File: src/rtl/uart_tx_core.sv
// uart_tx_core: UART transmitter. Sends one byte per request as a start bit,
// 8 data bits LSB first, an optional parity bit and 1 or 2 stop bits. Bit
// timing comes from an internal baud counter running on the system clock.
module uart_tx_core #(
    parameter int CLK_DIV   = 5208,  // system clocks per bit, 2..65535
    parameter int PARITY    = 0,     // 0 none, 1 odd, 2 even
    parameter int STOP_BITS = 1      // 1 or 2
) (
    input  logic       clk,
    input  logic       reset,        // asynchronous, active low
    input  logic       TX_EN,
    input  logic [7:0] TX_DATA,
    output logic       TX_STATUS,
    output logic       TX_DONE,
    output logic       UART_TX
);

    localparam logic [2:0] ST_IDLE   = 3'd0;
    localparam logic [2:0] ST_START  = 3'd1;
    localparam logic [2:0] ST_DATA   = 3'd2;
    localparam logic [2:0] ST_PARITY = 3'd3;
    localparam logic [2:0] ST_STOP   = 3'd4;

    localparam logic [15:0] BAUD_LAST  = 16'(CLK_DIV - 1);
    localparam logic [1:0]  STOP_LAST  = 2'(STOP_BITS - 1);
    localparam logic [1:0]  PAR_MODE   = 2'(PARITY);
    localparam logic        HAS_PARITY = (PARITY != 32'sd0);

    // Parity bit over a byte: odd mode makes the total count of ones odd,
    // even mode makes it even; no-parity mode returns 0 (never transmitted).
    function automatic logic parity_bit(input logic [7:0] data, input logic [1:0] mode);
        logic p;
        case (mode)
            2'd1:    p = ~(^data);
            2'd2:    p = ^data;
            default: p = 1'b0;
        endcase
        return p;
    endfunction

    logic [2:0]  state_r, state_s;
    logic [15:0] baud_r, baud_s;
    logic [2:0]  bit_r, bit_s;
    logic [1:0]  stop_r, stop_s;
    logic [7:0]  shift_r, shift_s;
    logic        parity_r, parity_s;
    logic        tx_r, tx_s;
    logic        status_r, status_s;
    logic        done_r, done_s;
    logic        wrap_s;

    // Next-state and next-output computation; everything leaves through flops.
    always_comb begin
        state_s  = state_r;
        baud_s   = baud_r;
        bit_s    = bit_r;
        stop_s   = stop_r;
        shift_s  = shift_r;
        parity_s = parity_r;
        tx_s     = tx_r;
        status_s = status_r;
        done_s   = 1'b0;
        wrap_s   = (baud_r == BAUD_LAST);

        case (state_r)
            ST_IDLE: begin
                if (TX_EN && status_r) begin
                    // Accept: latch the byte and drive the start bit right away.
                    shift_s  = TX_DATA;
                    parity_s = parity_bit(TX_DATA, PAR_MODE);
                    tx_s     = 1'b0;
                    status_s = 1'b0;
                    baud_s   = 16'd0;
                    bit_s    = 3'd0;
                    stop_s   = 2'd0;
                    state_s  = ST_START;
                end else begin
                    tx_s     = 1'b1;
                    status_s = 1'b1;
                end
            end
            ST_START: begin
                if (wrap_s) begin
                    baud_s  = 16'd0;
                    tx_s    = shift_r[0];
                    shift_s = {1'b0, shift_r[7:1]};
                    bit_s   = 3'd0;
                    state_s = ST_DATA;
                end else begin
                    baud_s  = baud_r + 16'd1;
                end
            end
            ST_DATA: begin
                if (wrap_s) begin
                    baud_s = 16'd0;
                    if (bit_r == 3'd7) begin
                        if (HAS_PARITY) begin
                            tx_s    = parity_r;
                            state_s = ST_PARITY;
                        end else begin
                            tx_s    = 1'b1;
                            stop_s  = 2'd0;
                            state_s = ST_STOP;
                        end
                    end else begin
                        tx_s    = shift_r[0];
                        shift_s = {1'b0, shift_r[7:1]};
                        bit_s   = bit_r + 3'd1;
                    end
                end else begin
                    baud_s = baud_r + 16'd1;
                end
            end
            ST_PARITY: begin
                if (wrap_s) begin
                    baud_s  = 16'd0;
                    tx_s    = 1'b1;
                    stop_s  = 2'd0;
                    state_s = ST_STOP;
                end else begin
                    baud_s  = baud_r + 16'd1;
                end
            end
            ST_STOP: begin
                if (wrap_s) begin
                    baud_s = 16'd0;
                    tx_s   = 1'b1;
                    if (stop_r == STOP_LAST) begin
                        // Last stop bit ends here: ready again on this very edge.
                        status_s = 1'b1;
                        done_s   = 1'b1;
                        stop_s   = 2'd0;
                        state_s  = ST_IDLE;
                    end else begin
                        stop_s   = stop_r + 2'd1;
                    end
                end else begin
                    baud_s = baud_r + 16'd1;
                end
            end
            default: begin
                state_s  = ST_IDLE;
                baud_s   = 16'd0;
                bit_s    = 3'd0;
                stop_s   = 2'd0;
                tx_s     = 1'b1;
                status_s = 1'b1;
            end
        endcase
    end

    // State and output registers; reset abandons any frame and idles the line.
    always_ff @(posedge clk or negedge reset) begin
        if (!reset) begin
            state_r  <= ST_IDLE;
            baud_r   <= 16'd0;
            bit_r    <= 3'd0;
            stop_r   <= 2'd0;
            shift_r  <= 8'd0;
            parity_r <= 1'b0;
            tx_r     <= 1'b1;
            status_r <= 1'b1;
            done_r   <= 1'b0;
        end else begin
            state_r  <= state_s;
            baud_r   <= baud_s;
            bit_r    <= bit_s;
            stop_r   <= stop_s;
            shift_r  <= shift_s;
            parity_r <= parity_s;
            tx_r     <= tx_s;
            status_r <= status_s;
            done_r   <= done_s;
        end
    end

    assign UART_TX   = tx_r;
    assign TX_STATUS = status_r;
    assign TX_DONE   = done_r;

endmodule

File: config.mk
export PLATFORM = sky130hd
export DESIGN_NAME = uart_tx_core
export DESIGN_NICKNAME = d
export VERILOG_FILES = /design/src/rtl/uart_tx_core.sv
export SDC_FILE = /design/constraint.sdc
export NUM_CORES = 1
export LEC_CHECK = 0
export CORE_ASPECT_RATIO = 1.5
export CORE_MARGIN = 2
export CORE_UTILIZATION = 35
export DETAILED_ROUTE_END_ITERATION = 12
export HOLD_SLACK_MARGIN = 0.1
export PLACE_DENSITY = 0.54
export SLEW_MARGIN = 20
export SYNTH_ARGS = -nofsm -noshare
export SYNTH_HDL_FRONTEND = slang
export SYNTH_SLANG_ARGS = --single-unit
export TNS_END_PERCENT = 100
File: constraint.sdc
create_clock -name clk -period 2.55 [get_ports clk]
set_clock_uncertainty 0.2 [all_clocks]
set_input_delay 0.3825 -clock clk [delete_from_list [all_inputs] [get_ports clk]]
set_output_delay 0.3825 -clock clk [all_outputs]
set_load 0.01 [all_outputs]
After elaboration in Yosys (flattened, before gate mapping)
Index checks and enable logic that the tools add are counted.
- flip-flop bits (word level): 35
- input bits: 11
- output and inout port bits: 3
- word-level logic and storage cells: 82
- add/subtract/negate cells: 3
- equal/unequal tests: 15
- mux-type cells: 40
- bitwise gates (word level): 3
- reduce and logical (&&, ||, !) cells: 13
- operators by type and width (cell ; number):
    3-bit two-way mux ; 11
    16-bit two-way mux ; 2
    8-bit two-way mux ; 4
    16-bit one-hot mux with 2 select lines ; 1
    8-bit one-hot mux with 3 select lines ; 1
    16-bit by 1-bit adder with 16-bit output, second input constant ; 1
    16-bit by 13-bit equality test with 1-bit output, second input constant ; 1
    2-bit inequality test, second input constant ; 8
    3-bit one-hot mux with 5 select lines ; 1
    2-bit two-way mux ; 6
    3-bit one-hot mux with 4 select lines ; 1
    1-bit two-way mux ; 10
    2-bit one-hot mux with 5 select lines ; 1
    5-bit AND reduction ; 2
    7-bit AND reduction ; 1
    3-bit by 2-bit equality test with 1-bit output, second input constant ; 2
    3-bit equality test, second input constant ; 2
    3-bit AND reduction ; 2
    6-bit AND reduction ; 1
    1-bit one-hot mux with 4 select lines ; 1
    4-bit OR reduction ; 1
    3-bit by 1-bit adder with 3-bit output, second input constant ; 1
    3-bit by 1-bit equality test with 1-bit output, second input constant ; 1
    3-bit zero test ; 1
    other kinds (9) ; 11

Longest topological paths before layout
Gate-level depths: netlist (run 1).
- word-level depth: 4
- gate-level depth with buffers: 7
- depth with buffers taken out: 6

Worst setup path after synthesis (run 1)
Ideal clock, no wire load.
- path kind: register to register
- start point: reg baud_r[0]
- end point: reg shift_r[0]
- library setup time: 0.125 ns
- arrival time: 1.862 ns
- required time: 2.225 ns
- setup slack: 0.364 ns
- cell stages (with the launch flop): 6
- buffers on the path: 0
- clock period less this slack: 2.186 ns
- cell sequence: dfrtp_1 > ha_1 > and4b_1 > nand4_4 > o41ai_4 > mux2_2
- word-level cells in the longest chain between the ends: 3
- elaborated cells on any way between the ends: 4
- those cells by class: eq/ne (3); reduce/logical (1)
- ends and longest elaborated chain (element ; RTL line ; text):
    from (decl) ; 42 ; logic [15:0] baud_r, baud_s;
    from (signal assigned) ; 166 ; baud_r <= baud_s;
    16-bit by 13-bit equality test with 1-bit output (*) ; 63 ; wrap_s = (baud_r == BAUD_LAST);
    2-bit inequality test (no source line) ; n/a ;
    5-bit AND reduction (no source line) (*) ; n/a ;
    to (signal assigned) ; 169 ; shift_r <= shift_s;
    to (decl) ; 45 ; logic [7:0] shift_r, shift_s;
Mark *: on every way between the ends. The rest lies on a longest branch, timed or not.
A chain may end at the register's enable or synchronous reset.

Worst setup path after layout (run 1)
- start point: reg baud_r[0]
- end point: reg shift_r[6]
Same word-level chain as after synthesis.

==> impl_results.md, run 1 <==
* Via density at 5.66
* RSZ-0062 raised after global routing: no
* Final Util at 41.8%
* First-pass GRT wire length at 8230 µm
* Post-cts sizing count at 0
* Vias at 1671
* Initial Util at 35.7%
* Post-DP HPWL at 3350 µm
* Post-CTS Setup Inserts at 0
* Mapped Area at 2050 µm²
* # IOs at 14
* CTS Hold Bufs at 1
* Clock slew at reported path FFs at 0.07 ns
* GR Overflow Total at 0
* Maximum number of pins on one net before global-route repair at 36
* Max-Cap Viols at 0
* Fin nets at 238
* Final setup violation count at 0
* H-tree Lvls at 2
* Die height at 97.7 µm
* Sequential area share after synthesis at 42.9%
* Crit end category: flop
* Synthesis Warnings at 0
* Root Buffer: clkbuf_8
* Final wirelength at 4660 µm
* # DRC at 0
* Synth Register Bits at 35
* Total Routing Usage GR at 16.2%
* Clk_lat worst skew at 0.28 ns
* Fmax at 443 MHz
* Vias in the first global route at 1743
* Num Clock Sinks at 35
* CTS tree: yes
* Antenna Nets Post-Route at 0
* Met2 Use GR at 28.7%
* # rows at 34
* CTS Buf Count at 5
* CP required at 2.52 ns
* Die X at 66.5 µm
* Die footprint at 6490 µm²
* Max VDD drop at 0.234 mV
* TritonRoute pass-1 iters at 5
* Max FO, Critical Path at 8
* Area after DPL at 2310 µm²
* Initial antenna violation count at 0
* Setup tns final at 0 ns
* Most frequent cells in the layout: 33 x dfrtp_1, 20 x a31oi_1, 17 x mux2_2
* Post-synthesis net count at 217
* # port buffers at 13
* Final hold vios at 0
* Min Tclk post-route at 2.26 ns
* Status: complete, no violations
* Worst Setup Start Kind: flop
* P&R area growth vs syn at 17.2%
* Wire per inst at 15.8 µm
* Commonest non-fill, non-tap cell in the layout: dfrtp_1
* Initial drt markers at 114
* Crit share post-route at 88.5%
* Final instance area at 2400 µm²
* Pwr/cell area at 406 nW/µm²
* Global route hottest layer: met2
* Slew Limit Headroom at 46.4%
* Total core area at 5740 µm²
* Clock buffer depth at 2
* Mapped Cells at 201
* Leak pwr at 1.02 nW
* Post-synthesis cell type count at 42
* Least-Margin Pin Slew at 0.804 ns
* Pins Over Slew Limit at 0
* GR Layer Usage met1 at 18.7%
* Hold crit path type: flop to flop
* Total Power at 0.975 mW
* Placer congestion estimate at 0.789
* Met3 Use GR at 3.48%
* Fraction of layout instances using a drive strength above 1 at 22.0%
* N_diodes at 0
* WS Path Type: flop to flop
* Synthesized area per cell at 10.2 µm²
* Arrival @ worst endpoint at 2.23 ns
cell families after synthesis:
kind of cell	after synthesis	synth area share (%)
DFF	35	42.9
AOI/OAI and AO/OA	45	16.0
and+or+nand+nor	71	20.7
buffers and inverters	19	3.79
adders and majority gates	5	3.05
xor gates and xnor gates	3	1.28
muxes	23	12.3
cell type report:
type	instances	area (µm²)
sequential	35	878
clock inverter	3	15.0
timing repair buffer	25	218
multi-input combinational	147	1100
inverter	8	30.0
tap	72	90.1
fill	573	3340
clock buffer	5	68.8
flip-flops by register name, summed over array words and instances (netlist names):
register,cells
baud_r,16
shift_r,8
bit_r,3
state_r,3
stop_r,2
TX_DONE,1
TX_STATUS,1
UART_TX,1
report_power, final:
part | switching, mW | leakage [nW] | internal, mW
registers | 0 | 0.430 | 0.555
clock network | 0.206 | 0.0477 | 0.187
logic | 0.0138 | 0.542 | 0.0136
per-layer routing:
metal	part of all wire, %	vias to the layer above
met5	0	-
met3	3.9	6
met4	1.8	0
li1	-	814
met1	39	808
met2	55	43
final timing paths:
| path | startpoint | to | slack [ns] | cells after the start |
|---|---|---|---|---|
| min in group asynchronous | reset | baud_r[6] | 0.52 | 2 |
| setup / recovery | baud_r[0] | shift_r[6] | 0.29 | 6 |
| hold / removal | bit_r[0] | bit_r[0] | 0.29 | 1 |
| hold reg to reg | bit_r[0] | bit_r[0] | 0.29 | 1 |
| max in group asynchronous | reset | baud_r[15] | 1.12 | 2 |
| setup reg to reg | baud_r[0] | shift_r[6] | 0.29 | 6 |
stage by stage:
step	setup slack (ns)	instances	hold slack [ns]
global route	0.158	295	0.333
floorplan	0.364	201	-0.113
CTS	0.273	295	0.292
global placement	0.270	286	0.270
finish	0.293	295	0.288
detailed placement	0.212	286	0.281
Yosys cell counts, drive strengths merged:
master,count,area [µm²]
nand3b,3,22.5
inv,8,30.0
or2,1,6.26
a211oi,3,22.5
a32o,1,10.0
mux2,17,191
dfstp,2,52.6
and3,2,12.5
a41oi,2,17.5
nor4b,1,23.8
mux2i,6,60.1
o21ai,4,20.0
o41ai,1,27.5
nor4,2,12.5
ha,5,62.6
or3b,2,17.5
nor2,9,33.8
a2111oi,1,15.0
a21oi,3,15.0
dfrtp,33,826
clkbuf,7,26.3
xnor2,3,26.3
a31o,1,8.76
nor3,6,30.0
nand4,7,58.8
o211ai,2,15.0
nand3,15,75.1
o21a,2,15.0
or3,2,12.5
a31oi,20,125
o22ai,3,18.8
or4,4,30.0
nor3b,2,15.0
nand2b,1,6.26
and4bb,1,12.5
buf,4,21.3
nand2,12,45.0
and4b,1,10.0
a311oi,2,17.5
critical path, cell delays in order (launching register included):
cell and delay, ns:
dfrtp_1 0.41, ha_1 0.25, and4b_1 0.26, nand4_4 0.14, o41ai_4 0.33, buf_4 0.21, mux2_2 0.34
No activity file was read; power rests on OpenSTA's default activity.
==> inputs of run 2 (changes only) <==
--- a/config.mk
+++ b/config.mk
@@ -5,9 +5,11 @@
 export SDC_FILE = /design/constraint.sdc
 export NUM_CORES = 1
 export LEC_CHECK = 0
+export CAP_MARGIN = 25
 export CORE_ASPECT_RATIO = 1.5
 export CORE_MARGIN = 2
 export CORE_UTILIZATION = 35
+export CTS_BUF_LIST = sky130_fd_sc_hd__clkbuf_8
 export DETAILED_ROUTE_END_ITERATION = 12
 export HOLD_SLACK_MARGIN = 0.1
 export PLACE_DENSITY = 0.54
==> results of run 2 <==
Final layout, timing and power as in run 1 (identical DEF).
